--- src/rtl/fp_pkg.sv ---
// Shared binary32 field widths, constants and result/flag types for the FP adder pipeline.
package fp_pkg;

    localparam int unsigned EXP_W  = 8;
    localparam int unsigned FRAC_W = 23;

    localparam logic [EXP_W-1:0] EXP_MAX = 8'hFF;
    localparam logic [31:0]      QNAN    = 32'h7FC0_0000;

    typedef struct packed {
        logic invalid;
        logic overflow;
        logic underflow;
        logic inexact;
    } fp_flags_t;

    typedef struct packed {
        logic [31:0] result;
        fp_flags_t   flags;
    } pack_entry_t;

endpackage

--- src/rtl/fp_skid_buf2.sv ---
// Generic 2-entry valid/ready FIFO buffer; output is always taken from the head register.
module fp_skid_buf2 #(
    parameter type T = logic [31:0]
) (
    input  logic clk,
    input  logic rst_n,
    input  logic inValid,
    output logic inReady,
    input  T     inData,
    output logic outValid,
    input  logic outReady,
    output T     outData
);

    logic [1:0] countQ, countD;
    T           headQ, headD;
    T           tailQ, tailD;
    logic       push, pop;

    // Ready depends on occupancy only, so it never combinationally follows outReady.
    assign inReady  = (countQ < 2'd2);
    assign outValid = (countQ != 2'd0);
    assign outData  = headQ;
    assign push     = inValid && inReady;
    assign pop      = outValid && outReady;

    always_comb begin
        countD = countQ;
        headD  = headQ;
        tailD  = tailQ;
        case (countQ)
            2'd0: begin
                if (push) begin
                    headD  = inData;
                    countD = 2'd1;
                end
            end
            2'd1: begin
                if (push && pop) begin
                    headD = inData;
                end else if (push) begin
                    tailD  = inData;
                    countD = 2'd2;
                end else if (pop) begin
                    countD = 2'd0;
                end
            end
            default: begin
                if (pop) begin
                    headD  = tailQ;
                    countD = 2'd1;
                end
            end
        endcase
    end

    always_ff @(posedge clk or negedge rst_n) begin
        if (!rst_n) begin
            countQ <= 2'd0;
            headQ  <= '0;
            tailQ  <= '0;
        end else begin
            countQ <= countD;
            headQ  <= headD;
            tailQ  <= tailD;
        end
    end

endmodule

--- src/rtl/fp_pack_stage.sv ---
// FP adder final stage: resolves specials/rounding carry, packs binary32, buffers 2 results.
// Define FPPACK_FLAGS_EN to add the out_flags port and per-entry flag storage.
module fp_pack_stage #(
    parameter int unsigned DEPTH = 2,
    parameter logic [31:0] QNAN  = fp_pkg::QNAN
) (
    input  logic        clk,
    input  logic        rst_n,
    input  logic        in_valid,
    output logic        in_ready,
    input  logic        norm_sign,
    input  logic [7:0]  norm_exp,
    input  logic [22:0] norm_mant,
    input  logic        round_ovf,
    input  logic        eff_sub,
    input  logic        a_nan,
    input  logic        b_nan,
    input  logic        a_inf,
    input  logic        b_inf,
    input  logic        inf_sign,
    input  logic        in_inexact,
    output logic        out_valid,
    input  logic        out_ready,
    output logic [31:0] out_result
`ifdef FPPACK_FLAGS_EN
    ,
    output logic [3:0]  out_flags
`endif
);

    import fp_pkg::*;

    if (DEPTH != 2) begin : gDepthCheck
        $error("fp_pack_stage supports DEPTH == 2 only");
    end

    logic [8:0]  e9;
    logic [31:0] pkResult;
    fp_flags_t   pkFlags;

    always_comb begin
        e9       = {1'b0, norm_exp} + {8'd0, round_ovf};
        pkResult = '0;
        pkFlags  = '0;
        if (a_nan || b_nan || (a_inf && b_inf && eff_sub)) begin
            pkResult        = QNAN;
            pkFlags.invalid = 1'b1;
        end else if (a_inf || b_inf) begin
            pkResult = {inf_sign, EXP_MAX, {FRAC_W{1'b0}}};
        end else if (e9 >= 9'd255) begin
            pkResult         = {norm_sign, EXP_MAX, {FRAC_W{1'b0}}};
            pkFlags.overflow = 1'b1;
            pkFlags.inexact  = 1'b1;
        end else if (norm_exp == '0 && norm_mant == '0 && !round_ovf) begin
            // Exact cancellation under round-to-nearest-even yields +0.
            pkResult        = {norm_sign & ~eff_sub, 31'h0};
            pkFlags.inexact = in_inexact;
        end else if (norm_exp == '0 && norm_mant != '0) begin
            pkResult          = {norm_sign, 8'h00, norm_mant};
            pkFlags.underflow = in_inexact;
            pkFlags.inexact   = in_inexact;
        end else begin
            pkResult        = {norm_sign, e9[7:0], round_ovf ? 23'h0 : norm_mant};
            pkFlags.inexact = in_inexact;
        end
    end

`ifdef FPPACK_FLAGS_EN
    pack_entry_t pushEntry;
    pack_entry_t headEntry;

    assign pushEntry  = '{result: pkResult, flags: pkFlags};
    assign out_result = headEntry.result;
    assign out_flags  = headEntry.flags;

    fp_skid_buf2 #(
        .T (pack_entry_t)
    ) uBuf (
        .clk      (clk),
        .rst_n    (rst_n),
        .inValid  (in_valid),
        .inReady  (in_ready),
        .inData   (pushEntry),
        .outValid (out_valid),
        .outReady (out_ready),
        .outData  (headEntry)
    );
`else
    logic unusedFlags;
    assign unusedFlags = ^pkFlags;

    fp_skid_buf2 #(
        .T (logic [31:0])
    ) uBuf (
        .clk      (clk),
        .rst_n    (rst_n),
        .inValid  (in_valid),
        .inReady  (in_ready),
        .inData   (pkResult),
        .outValid (out_valid),
        .outReady (out_ready),
        .outData  (out_result)
    );
`endif

endmodule

--- config.mk ---
export PLATFORM = sky130hd
export DESIGN_NAME = fp_pack_stage
export DESIGN_NICKNAME = d
export VERILOG_FILES = /design/src/rtl/fp_pkg.sv /design/src/rtl/fp_skid_buf2.sv /design/src/rtl/fp_pack_stage.sv
export SDC_FILE = /design/constraint.sdc
export NUM_CORES = 1
export LEC_CHECK = 0
export CORE_MARGIN = 1
export CORE_UTILIZATION = 33
export CTS_CLUSTER_DIAMETER = 40
export DETAILED_ROUTE_END_ITERATION = 16
export PLACE_DENSITY = 0.68
export SETUP_SLACK_MARGIN = 0.05
export SLEW_MARGIN = 20
export SYNTH_ARGS = -nofsm -noshare
export SYNTH_HDL_FRONTEND = slang
export SYNTH_SLANG_ARGS = --single-unit
--- constraint.sdc ---
create_clock -name clk -period 5 [get_ports clk]
set_input_delay 0.5 -clock clk [delete_from_list [all_inputs] [get_ports clk]]
set_output_delay 0.5 -clock clk [all_outputs]
set_load 0.005 [all_outputs]
======== After elaboration in Yosys (flattened, before gate mapping) ========
Cells that the tools add are included.
word-level totals
  output and inout bits ................... 34
  bits in registers ....................... 66
operators by class
  $lt $le $gt $ge ......................... 2
  reduce and logical (&&, ||, !) cells .... 21
  bitwise operators ....................... 3
  multiplexer cells ....................... 16
  $add $sub $neg .......................... 1
  equality and inequality tests ........... 5
operators with widths
  cell                  count
  $mux W32              7
  $pmux W32 S2          1
  $mux W31              1
  $logic_not A23 Y1     1
  $mux W23              1
  $reduce_bool A23 Y1   1
  $mux W2               5
  $add A8 B1 Y9         1
  $ge A9 B8 Y1 const B  1
  $logic_and A1 B1 Y1   8
  $logic_not A8 Y1      1
  $reduce_and A3 Y1     2
  $ne A2 B1 Y1 const B  2
  $pmux W2 S2           1
  $reduce_and A4 Y1     1
  $logic_or A1 B1 Y1    3
  $ne A3 B1 Y1 const B  1
  $reduce_bool A3 Y1    1
  $eq A2 B1 Y1 const B  1
  $logic_not A2 Y1      1
  $lt A2 B2 Y1 const B  1
  $ne A2 B2 Y1 const B  1
  $not A1 Y1            2
  $reduce_bool A2 Y1    1
  2 further kinds       2

======== Logic depth before layout (Yosys ltp) ========
Gate-level depths: netlist (run 1).
  depth after elaboration ................. 9
  gate-level depth with buffers ........... 8

======== Cells and area by module ========
From an unflattened synthesis (run 1), not the netlist that was laid out.
second synthesis, totals
  cells, all modules ...................... 287
  area total of the unflattened synthesis .. 3,553.4 um2
modules (own cells, without submodules)
  module         area each (um2)  times used  sequential area each (um2)  cells each
  fp_skid_buf2   2,967.8          1           1,651.6                     183
  fp_pack_stage  585.6            1           0.0                         104

======== Worst setup path before layout (run 1) ========
Ideal clock, no wire load.
  path type ............................... input port to flip-flop
  from .................................... in norm_exp[0]
  to ...................................... reg uBuf.headQ (netlist bit uBuf.outData[10])
  cell stages on the path ................. 7
  setup time .............................. 126 ps
  data required time ...................... 4,874 ps
  arrival ................................. 2,299 ps
  slack ................................... 2,575 ps
  path through ............................ ha_1 ha_1 xnor2_1 o31ai_4 a2111oi_4 buf_6 a221o_1
between the ends
  cells in the longest elaborated chain, start to end .. 9
RTL lines
  element                                                                line                                    text
  start: declaration                                                     fp_pack_stage.sv:12                     input logic [7:0] norm_exp,
  parallel branches: the longest is 4 deep, another holds $add A8 B1 Y9  --
  $mux W32 *                                                             fp_pack_stage.sv:50                     end else if (e9 >= 9'd255) begin
  $mux W32 *                                                             fp_pack_stage.sv:48                     end else if (a_inf || b_inf) begin
  $mux W32 *                                                             fp_pack_stage.sv:45                     if (a_nan || b_nan || (a_inf && b_inf && eff_sub)) begin
  $mux W32 (on tied branches)                                            fp_skid_buf2.sv:39, fp_skid_buf2.sv:33
  $pmux W32 S2 *                                                         fp_skid_buf2.sv:31                      case (countQ)
  end signal: assignment                                                 fp_skid_buf2.sv:60                      headQ <= '0;
  end signal: assignment                                                 fp_skid_buf2.sv:64                      headQ <= headD;
  end: declaration                                                       fp_skid_buf2.sv:16                      T headQ, headD;
Mark *: on every way between the ends. The select of a mux whose other input is x is not followed.
A chain may end at the register's enable or synchronous reset.

======== Worst setup path in the final report (run 1) ========
  from .................................... in round_ovf
  to ...................................... reg uBuf.headQ (netlist bit uBuf.outData[3])
between the ends
  cells in the longest elaborated chain, start to end .. 8
RTL lines
  element                                                                line                                    text
  start: declaration                                                     fp_pack_stage.sv:14                     input logic round_ovf,
  parallel branches: the longest is 3 deep, another holds $add A8 B1 Y9  --
  $mux W32 *                                                             fp_pack_stage.sv:50
  $mux W32 *                                                             fp_pack_stage.sv:48
  $mux W32 *                                                             fp_pack_stage.sv:45
  $mux W32 (on tied branches)                                            fp_skid_buf2.sv:39, fp_skid_buf2.sv:33
  $pmux W32 S2 *                                                         fp_skid_buf2.sv:31
Marks and branches as above.

==> results of run 1 <==
metal layers:
metal	track usage	vias up
met3	0.0446	8
met4	0.0691	0
li1	-	1297
met1	0.245	1351
met2	0.288	108
met5	0	-
metrics by stage:
| stage | total power, W | setup WS (ns) |
|---|---|---|
| floorplan | 0.000688 | 2.57 |
| global placement | 0.000815 | 1.52 |
| detailed placement | 0.000820 | 1.46 |
| CTS | 0.00132 | 1.83 |
| global route | 0.00137 | 1.67 |
| finish | 0.00131 | 1.76 |
where the power goes:
group | total [W] | switching (W) | internal, W
Combinational | 0.000217 | 0.000113 | 0.000104
Sequential | 0.000594 | 0.0000270 | 0.000567
Clock | 0.000496 | 0.000216 | 0.000279
worst max path at each step:
stage	start	endpoint	slack, ns
3_3_place_gp	round_ovf	uBuf.outData[2]$_DFFE_PN0P_	1.52
5_1_grt	uBuf.countQ[1]$_DFFE_PN0P_	uBuf.outData[0]$_DFFE_PN0P_	1.67
2_1_floorplan	norm_exp[0]	uBuf.outData[10]$_DFFE_PN0P_	2.57
6_report	round_ovf	uBuf.outData[3]$_DFFE_PN0P_	1.76
4_1_cts	round_ovf	uBuf.outData[3]$_DFFE_PN0P_	1.83
3_5_place_dp	round_ovf	uBuf.outData[2]$_DFFE_PN0P_	1.46
synth_stat cells, types with 2 or more instances:
cell type	instances	area share
o22ai_1	2	0.0039
ha_1	2	0.0078
o21ai_0	16	0.025
a2111oi_4	3	0.026
nand4_1	5	0.0098
nor3_1	2	0.0031
a221o_2	6	0.021
buf_6	2	0.0071
a31o_2	2	0.0055
a211o_2	2	0.0063
nor4_1	7	0.014
or3_1	9	0.018
xor2_1	5	0.014
nand3_1	6	0.0094
a31oi_1	5	0.0098
o2bb2ai_1	2	0.0055
nand2_1	24	0.028
nor2_1	16	0.019
a221o_1	16	0.050
inv_1	2	0.0024
o211ai_1	2	0.0047
and2_1	2	0.0039
clkbuf_1	13	0.015
and3_1	26	0.051
a21oi_1	15	0.024
a22o_1	16	0.044
dfrtp_1	66	0.52
kinds of logic (layout without fill, tap and decap cells):
logic type               Yosys count  after routing  synth area share
multiplexers                       2              2           0.00667
flip-flops                        66             66             0.518
XOR/XNOR                           6              6            0.0165
AND/OR/NAND/NOR                  103            103             0.172
buffers and inverters             18             98            0.0259
adder cells (fa/ha/maj)            2              2           0.00784
AO/OA/AOI/OAI                     96             96             0.254
cell usage in the layout, fill, tap and decap left out, types with 15 or more instances in the layout:
master	instances
a221o_1	16
a21oi_1	15
and3_1	26
clkdlybuf4s50_1	75
a22o_1	16
dfrtp_1	66
nor2_1	16
nand2_1	24
o21ai_0	16
worst reg2reg max path: stages (launching register included):
cell       delay (ns)
dfrtp_1          0.78
nor2_1           0.39
o22a_1           0.34
nand2_1          0.28
a2111oi_4        0.98
a221o_2          0.30
state kept, by name (all words and copies together), names as in the netlist:
signal        flops
uBuf.countQ       2
uBuf.tailQ       32
uBuf.outData     32
area by class of cell:
type,instances,share of cell area
Clock inverter,6,0.0216
Tap cell,129,0.0376
Multi-Input combinational cell,209,0.341
Timing Repair Buffer,80,0.183
Inverter,3,0.00263
Sequential cell,66,0.385
Clock buffer,9,0.0289
==> impl_metrics.tcl, run 1 <==
set metrics [dict create \
    cts_hold_buf 0 \
    critPathMaxStageDelay_ns 0.97 \
    yosysWarnings 0 \
    post_cts_resized 0 \
    syn_nets 339 \
    wl_met1_mm 4.01 \
    gp_congestion 0.912 \
    ctsHtreeMaxLevel 3 \
    min_period_over_period 0.648 \
    finalClockSkew_ns 0.0127 \
    start_util 0.344 \
    grt_max_degree 67 \
    syn_to_final_growth_pct 34.4 \
    final_util 0.462 \
    synth_area_mm2 0.00319 \
    crit_chain "clkdlybuf4s50_1 > ha_1 > ha_1 > or2_2 > o21ai_0 > a32o_2 > a2111oi_4 > a221o_2" \
    cp_max_fo 16 \
    ys_types 46 \
    fmax_mhz 309 \
    drc 0 \
    rsz0062_at_grt "false" \
    root_buffer "clkbuf_8" \
    wl_mm 8.83 \
    holdWs_ns 0.337 \
    synthFlopType "dfrtp_1" \
    hold_violations 0 \
    path_delay_family "compound AO/OA/AOI/OAI gates" \
    dr.first_iter.drc_count 183 \
    critPathBufInv 1 \
    worstReg2RegStart "uBuf.countQ[1]$_DFFE_PN0P_" \
    final_area_mm2 0.00429 \
    grt_usage 0.183 \
    synth.avg_cell_area_um2 10.9 \
    reg2reg_slack_ns 1.87 \
    placed_cell_area_mm2 0.00407 \
    io-pin-count 78 \
    setup_violations 0 \
    p_per_area_mw_per_mm2 305 \
    worst_ep_required_time_ns 5.29 \
    rows 35 \
    reg2reg_to "uBuf.outData[3]$_DFFE_PN0P_" \
    synth_edf_count 0 \
    antenna_found_initial 0 \
    wl_per_cell_um 17.6 \
    slew_headroom 0.305 \
    critPathKind "in -> reg" \
    reg2reg_depth 5 \
    wl_met2_mm 4.16 \
    drt_first_pass_iters 4 \
    drive_gt1_frac 0.110 \
    die_area_mm2 0.0101 \
    dr.max_layer_used "met4" \
    finalNonFillerCells 502 \
    post_cts_buffers 0 \
    p_leak_nw 1.77 \
    clock_path_buffers 2 \
    maxSlewViolCount 0 \
    first_global_vias 2702 \
    clkTransAtPathRegs_ns 0.08 \
    start_kind "input port" \
    yosys_register_bits 66 \
    nets 415 \
    core_area_mm2 0.00928 \
    maxCapViolations 0 \
    hp-class "in -> async" \
    multiInputGateArea_mm2 0.00146 \
    postSynth.asyncResetShare 1.00 \
    worstSkewPairLatency_ns 0.35 \
    status "finished, final reports clean" \
    tightest_slew_ns 1.04 \
    setup-tns-final_ns 0 \
    cts_buffers 9 \
    route.met3.wl_um 536 \
    arrival_ns 3.53 \
    grt_overflow 0 \
    dp.final_hpwl_mm 5.95 \
    cts_tree "yes" \
    seq_area_mm2 0.00165 \
    setup.worst_path.end_class "register" \
    ys_seq_area_frac 0.518 \
    fin_crit_ns 3.24 \
    vias 2764 \
    ant_nets 0 \
    slowest_stage "a2111oi_4" \
    crit_top_cell "ha_1" \
    ir_drop_mv 0.134 \
    dp_cells 487 \
    vias_per_cell 5.51 \
    postSynthCellCount 293 \
    port_buffers 76 \
    n_fill_cell 873 \
    grt_pass1_wl_mm 14.0 \
    crit_cells 8 \
    die_h_um 100 \
    cts.sinks 66 \
    diodes 0 \
    dieWidth_um 100 \
]
No activity file was read; power rests on OpenSTA's default activity.
==> run 2, diff against run 1 <==
--- a/config.mk
+++ b/config.mk
@@ -9,7 +9,7 @@
 export CORE_UTILIZATION = 33
 export CTS_CLUSTER_DIAMETER = 40
 export DETAILED_ROUTE_END_ITERATION = 16
-export PLACE_DENSITY = 0.68
+export PLACE_DENSITY = 0.7
 export SETUP_SLACK_MARGIN = 0.05
 export SLEW_MARGIN = 20
 export SYNTH_ARGS = -nofsm -noshare
==> constraint.sdc (replaced) <==
create_clock -name clk -period 2.85 [get_ports clk]
set_input_delay 0.285 -clock clk [delete_from_list [all_inputs] [get_ports clk]]
set_output_delay 0.285 -clock clk [all_outputs]
set_load 0.005 [all_outputs]
==> run 2 against run 1 <==
Hold slack better by 0.14 ns. Register-to-register slack lost 0.99 ns. Combinational power rose by 90%. Clock skew down 0.0050 ns. Via count up 2.0%. Sequential cell count did not move. Clock power up 110%. Core utilization grew 2.4 points.
==> impl_metrics.tcl, run 2 (synthesized netlist as in run 1, its figures left out) <==
set metrics [dict create \
    setup_ws_ns 0.464 \
    min_period_over_period 0.837 \
    antenna_found_initial 0 \
    hp-class "reg -> reg" \
    vias 2819 \
    rsz0062_at_grt "false" \
    start_util 0.344 \
    arrival_ns 2.65 \
    post_cts_resized 0 \
    vias_per_cell 5.39 \
    ant_nets 0 \
    worstSkewPairLatency_ns 0.33 \
    syn_to_final_growth_pct 41.5 \
    wl_per_cell_um 16.3 \
    setup_violations 0 \
    dp_slack_ns -0.187 \
    hold_violations 0 \
    grt_usage 0.179 \
    cts_buffers 9 \
    finalNonFillerCells 523 \
    setup.worst_path.end_class "register" \
    die_h_um 100 \
    finalClockSkew_ns 0.00766 \
    p_leak_nw 1.90 \
    io-pin-count 78 \
    status "finished, final reports clean" \
    grt_max_degree 67 \
    clkPwrFrac 0.417 \
    root_buffer "clkbuf_8" \
    gp_congestion 0.834 \
    dp_cells 505 \
    switching_share 0.245 \
    maxSlewViolCount 0 \
    tightest_slew_ns 0.545 \
    dr.first_iter.drc_count 163 \
    p_seq_frac 0.417 \
    drc 0 \
    holdWs_ns 0.478 \
    layout_common_cells "clkdlybuf4s50_1, dfrtp_1, and3_1, nand2_1, buf_4" \
    worst_ep_required_time_ns 3.11 \
    layout_commonest_cell "clkdlybuf4s50_1" \
    drive_gt1_frac 0.155 \
    n_fill_cell 866 \
    slew_headroom 0.637 \
    p_sw_w 0.000606 \
    first_global_vias 2790 \
    ctsHtreeMaxLevel 3 \
    ir_drop_mv 0.266 \
    clock_path_buffers 2 \
    p_per_area_mw_per_mm2 548 \
    dp.final_hpwl_mm 6.02 \
    nets 435 \
    dieWidth_um 100 \
    clkTransAtPathRegs_ns 0.07 \
    core_area_mm2 0.00928 \
    critPathKind "in -> reg" \
    start_kind "input port" \
    rows 35 \
    die_area_mm2 0.0101 \
    port_buffers 76 \
    final_util 0.486 \
    cts.sinks 66 \
    combPwrFrac 0.166 \
    grt_pass1_wl_mm 14.0 \
    maxCapViolations 0 \
    wl_mm 8.51 \
    cp_max_fo 16 \
    diodes 0 \
    fmax_mhz 419 \
    cts_tree "yes" \
    grt_overflow 0 \
    p_int_w 0.00187 \
    drt_first_pass_iters 4 \
    fin_crit_ns 2.39 \
]
==> run 2: final timing paths <==
| path | from | endpoint | slack, ns | cells after the start |
|---|---|---|---|---|
| worst max register to register | uBuf.countQ[1]$_DFFE_PN0P_ | uBuf.tailQ[14]$_DFFE_PN0P_ | 0.88 | 4 |
| worst min register to register | uBuf.tailQ[21]$_DFFE_PN0P_ | uBuf.tailQ[21]$_DFFE_PN0P_ | 0.48 | 2 |
| min in group asynchronous | rst_n | uBuf.outData[2]$_DFFE_PN0P_ | 0.52 | 3 |
| max in group asynchronous | rst_n | uBuf.tailQ[25]$_DFFE_PN0P_ | 2.06 | 3 |
| worst max-delay path | norm_exp[0] | uBuf.tailQ[14]$_DFFE_PN0P_ | 0.46 | 10 |
| worst min-delay path | uBuf.tailQ[21]$_DFFE_PN0P_ | uBuf.tailQ[21]$_DFFE_PN0P_ | 0.48 | 2 |
==> run 2: power by group through the flow <==
| stage | Sequential [W] | Clock (W) | Combinational (W) |
|---|---|---|---|
| final | 0.00103 | 0.00103 | 0.000412 |
| after floorplan | 0.00104 | 0 | 0.000165 |
| after global placement | 0.00105 | 0 | 0.000404 |
| after CTS | 0.00103 | 0.00105 | 0.000414 |
| after global routing | 0.00104 | 0.00108 | 0.000454 |
| after detailed placement | 0.00105 | 0 | 0.000410 |
==> run 2: cell type report <==
cell class                 count  area, um^2  area share
timing repair buffer         100         963       0.213
multi-input combinational    209        1460       0.324
clock buffer                   9         124      0.0274
tap                          129         161      0.0357
inverter                       3        11.3     0.00249
sequential                    66        1650       0.366
clock inverter                 7         141      0.0313
==> run 2: repair_timing <==
item	CTS	global route
buffers inserted	0	1
hold endpoints to repair	66	0
endpoints found under the setup margin	0	16
hold buffers	1	0
==> run 2: through the flow <==
step	cell area [um^2]	total power (W)	setup TNS, ns
CTS	4500	0.00250	0
finish	4520	0.00248	0
global placement	4220	0.00145	-0.793
detailed placement	4220	0.00146	-2.62
global route	4520	0.00258	0
floorplan	3190	0.00121	0
==> run 2: critical path, stage by stage <==
cell and delay, ns:
clkdlybuf4s50_1 0.49, ha_1 0.18, ha_1 0.28, or2_2 0.15, o21ai_0 0.07, a32o_2 0.25
buf_4 0.18, a2111oi_4 0.33, buf_4 0.27, a22o_1 0.16
==> run 2: layer usage <==
| layer | GRT usage | routed length [um] | vias to the layer above |
|---|---|---|---|
| met3 | 0.0474 | 533 | 6 |
| met5 | 0 | 0 | - |
| met1 | 0.246 | 3980 | 1389 |
| li1 | - | - | 1332 |
| met2 | 0.283 | 3950 | 92 |
| met4 | 0.0379 | 41 | 0 |
==> run 3, diff against run 2 <==
==> constraint.sdc (replaced) <==
create_clock -name clk -period 1.96 [get_ports clk]
set_input_delay 0.196 -clock clk [delete_from_list [all_inputs] [get_ports clk]]
set_output_delay 0.196 -clock clk [all_outputs]
set_load 0.005 [all_outputs]
==> run 3 against run 2 <==
Register-to-register slack worse by 0.74 ns. Global-route usage grew 2.0 points. Routed wire length grew 12%. Combinational power rose by 80%. Sequential cell count is the same. Final area up 13%. Via count is 12% higher. Worst setup slack lost 0.37 ns. First-iteration DRC count down 10%. Clock power is 5% lower. Count of clock-buffer cells in the layout grew 1. Total power is 30% higher. Critical endpoint is now uBuf.outData[21]$_DFFE_PN0P_. Largest power group unchanged. Highest routed layer unchanged.
==> impl_metrics.tcl, run 3 (synthesized netlist as in run 1, its figures left out) <==
set metrics [dict create \
    start_kind "input port" \
    reg2reg_to "uBuf.outData[21]$_DFFE_PN0P_" \
    fin_crit_ns 1.86 \
    p_sw_w 0.000899 \
    dr.first_iter.drc_count 146 \
    cp_max_fo 6 \
    cts.sinks 66 \
    p_leak_nw 2.31 \
    reg2reg_slack_ns 0.14 \
    status "finished, final reports clean" \
    min_to "uBuf.tailQ[18]$_DFFE_PN0P_" \
    drt_first_pass_iters 4 \
    p_seq_frac 0.465 \
    p_int_w 0.00232 \
    cts_buffers 9 \
    grt_overflow 0 \
    holdWs_ns 0.328 \
    core_area_mm2 0.00928 \
    vias_per_cell 5.26 \
    arrival_ns 2.07 \
    dp.final_hpwl_mm 6.64 \
    ant_nets 0 \
    syn_to_final_growth_pct 60.4 \
    worst_ep_required_time_ns 2.17 \
    finalClockSkew_ns 0.00738 \
    first_global_vias 3200 \
    layout_common_cells "buf_4, dfrtp_1, clkdlybuf4s50_1, and3_1, nand2_1" \
    ir_drop_mv 0.352 \
    fmax_mhz 536 \
    final_util 0.551 \
    drc 0 \
    drive_gt1_frac 0.318 \
    switching_share 0.279 \
    reg2reg_depth 8 \
    layout_commonest_cell "buf_4" \
    hp-class "in -> reg" \
    rsz0062_at_grt "false" \
    hold_violations 0 \
    clock_path_buffers 2 \
    port_buffers 76 \
    diodes 0 \
    combPwrFrac 0.230 \
    io-pin-count 78 \
    grt_pass1_wl_mm 15.5 \
    start_util 0.344 \
    rows 35 \
    root_buffer "clkbuf_8" \
    grt_usage 0.199 \
    hp-start "norm_mant[18]" \
    clkTransAtPathRegs_ns 0.07 \
    slew_headroom 0.753 \
    die_area_mm2 0.0101 \
    holdPathStages 4 \
    n_fill_cell 843 \
    wl_per_cell_um 16.0 \
    nets 510 \
    gp_congestion 0.783 \
    vias 3147 \
    antenna_found_initial 0 \
    wl_mm 9.54 \
    cts_tree "yes" \
    die_h_um 100 \
    worstReg2RegStart "uBuf.countQ[1]$_DFFE_PN0P_" \
    p_per_area_mw_per_mm2 629 \
    critPathKind "in -> reg" \
    finalNonFillerCells 598 \
    worstSkewPairLatency_ns 0.33 \
    setup.worst_path.end_class "register" \
    dp_cells 562 \
    grt_max_degree 67 \
    seq_area_mm2 0.00165 \
    ctsHtreeMaxLevel 3 \
    total_power_w 0.00322 \
    setup_violations 0 \
    multiInputGateArea_mm2 0.00157 \
    clkPwrFrac 0.304 \
    tightest_slew_ns 0.371 \
    dieWidth_um 100 \
    maxSlewViolCount 0 \
    maxCapViolations 0 \
    min_period_over_period 0.951 \
]
[run 3: cell count changes in the layout (fill, tap and decap cells not counted), sizes merged, moves of 3 or more]
cell	before	now
bufinv	4	0
dlygate4sd2	0	16
clkinv	3	6
clkbuf	9	12
buf	24	98
clkdlybuf4s50	75	54
[run 3: repair_timing]
item	4_1_cts	5_1_grt
endpoints found under the setup margin	60	30
setup buffers	16	2
gates resized for setup	36	11
pin swaps	12	5
cloned	1	0
hold buffers	1	0
endpoints found under the hold margin	66	0
[run 3: power groups by stage]
stage,combinational (W),clock (W),sequential [W]
2_1_floorplan,0.000246,0,0.00152
3_3_place_gp,0.000691,0,0.00152
3_5_place_dp,0.000705,0,0.00152
4_1_cts,0.000733,0.00101,0.00150
5_1_grt,0.000805,0.00108,0.00151
6_report,0.000742,0.000980,0.00150
[run 3: critical path: stages]
cell,delay [ns]
clkdlybuf4s15_1,0.21
ha_4,0.19
ha_4,0.26
nand4_1,0.14
o31ai_4,0.23
buf_6,0.15
buf_4,0.13
a2111oi_4,0.06
buf_4,0.18
a221o_1,0.32
[run 3: area by class of cell]
class,instances,area share
multi-input combinational,209,0.306
timing repair buffer,175,0.305
tap,129,0.0315
sequential,66,0.323
inverter,3,0.00220
clock inverter,6,0.00636
clock buffer,10,0.0269
[run 3: layer usage]
metal  routed length (um)  share of wire  GRT usage
met1                 4120           0.43      0.251
met3                  518          0.054     0.0460
met5                    0              0          0
met4                  114          0.012     0.0635
met2                 4790           0.50      0.337
[run 3: how the worst max path moves through the flow]
stage	startpoint	end
floorplan	norm_exp[0]	uBuf.outData[10]$_DFFE_PN0P_
global route	norm_exp[3]	uBuf.tailQ[10]$_DFFE_PN0P_
global placement	norm_exp[0]	uBuf.outData[4]$_DFFE_PN0P_
finish	round_ovf	uBuf.outData[21]$_DFFE_PN0P_
CTS	norm_exp[0]	uBuf.tailQ[6]$_DFFE_PN0P_
detailed placement	norm_exp[0]	uBuf.outData[2]$_DFFE_PN0P_
[run 3: stage by stage]
stage	worst slack (ns)	setup TNS, ns	area (um^2)
floorplan	0.00497	0	3220
global route	0.0524	0	5120
detailed placement	-0.798	-33.40	4690
global placement	-0.776	-30.80	4690
finish	0.0959	0	5120
CTS	0.0565	0	5070
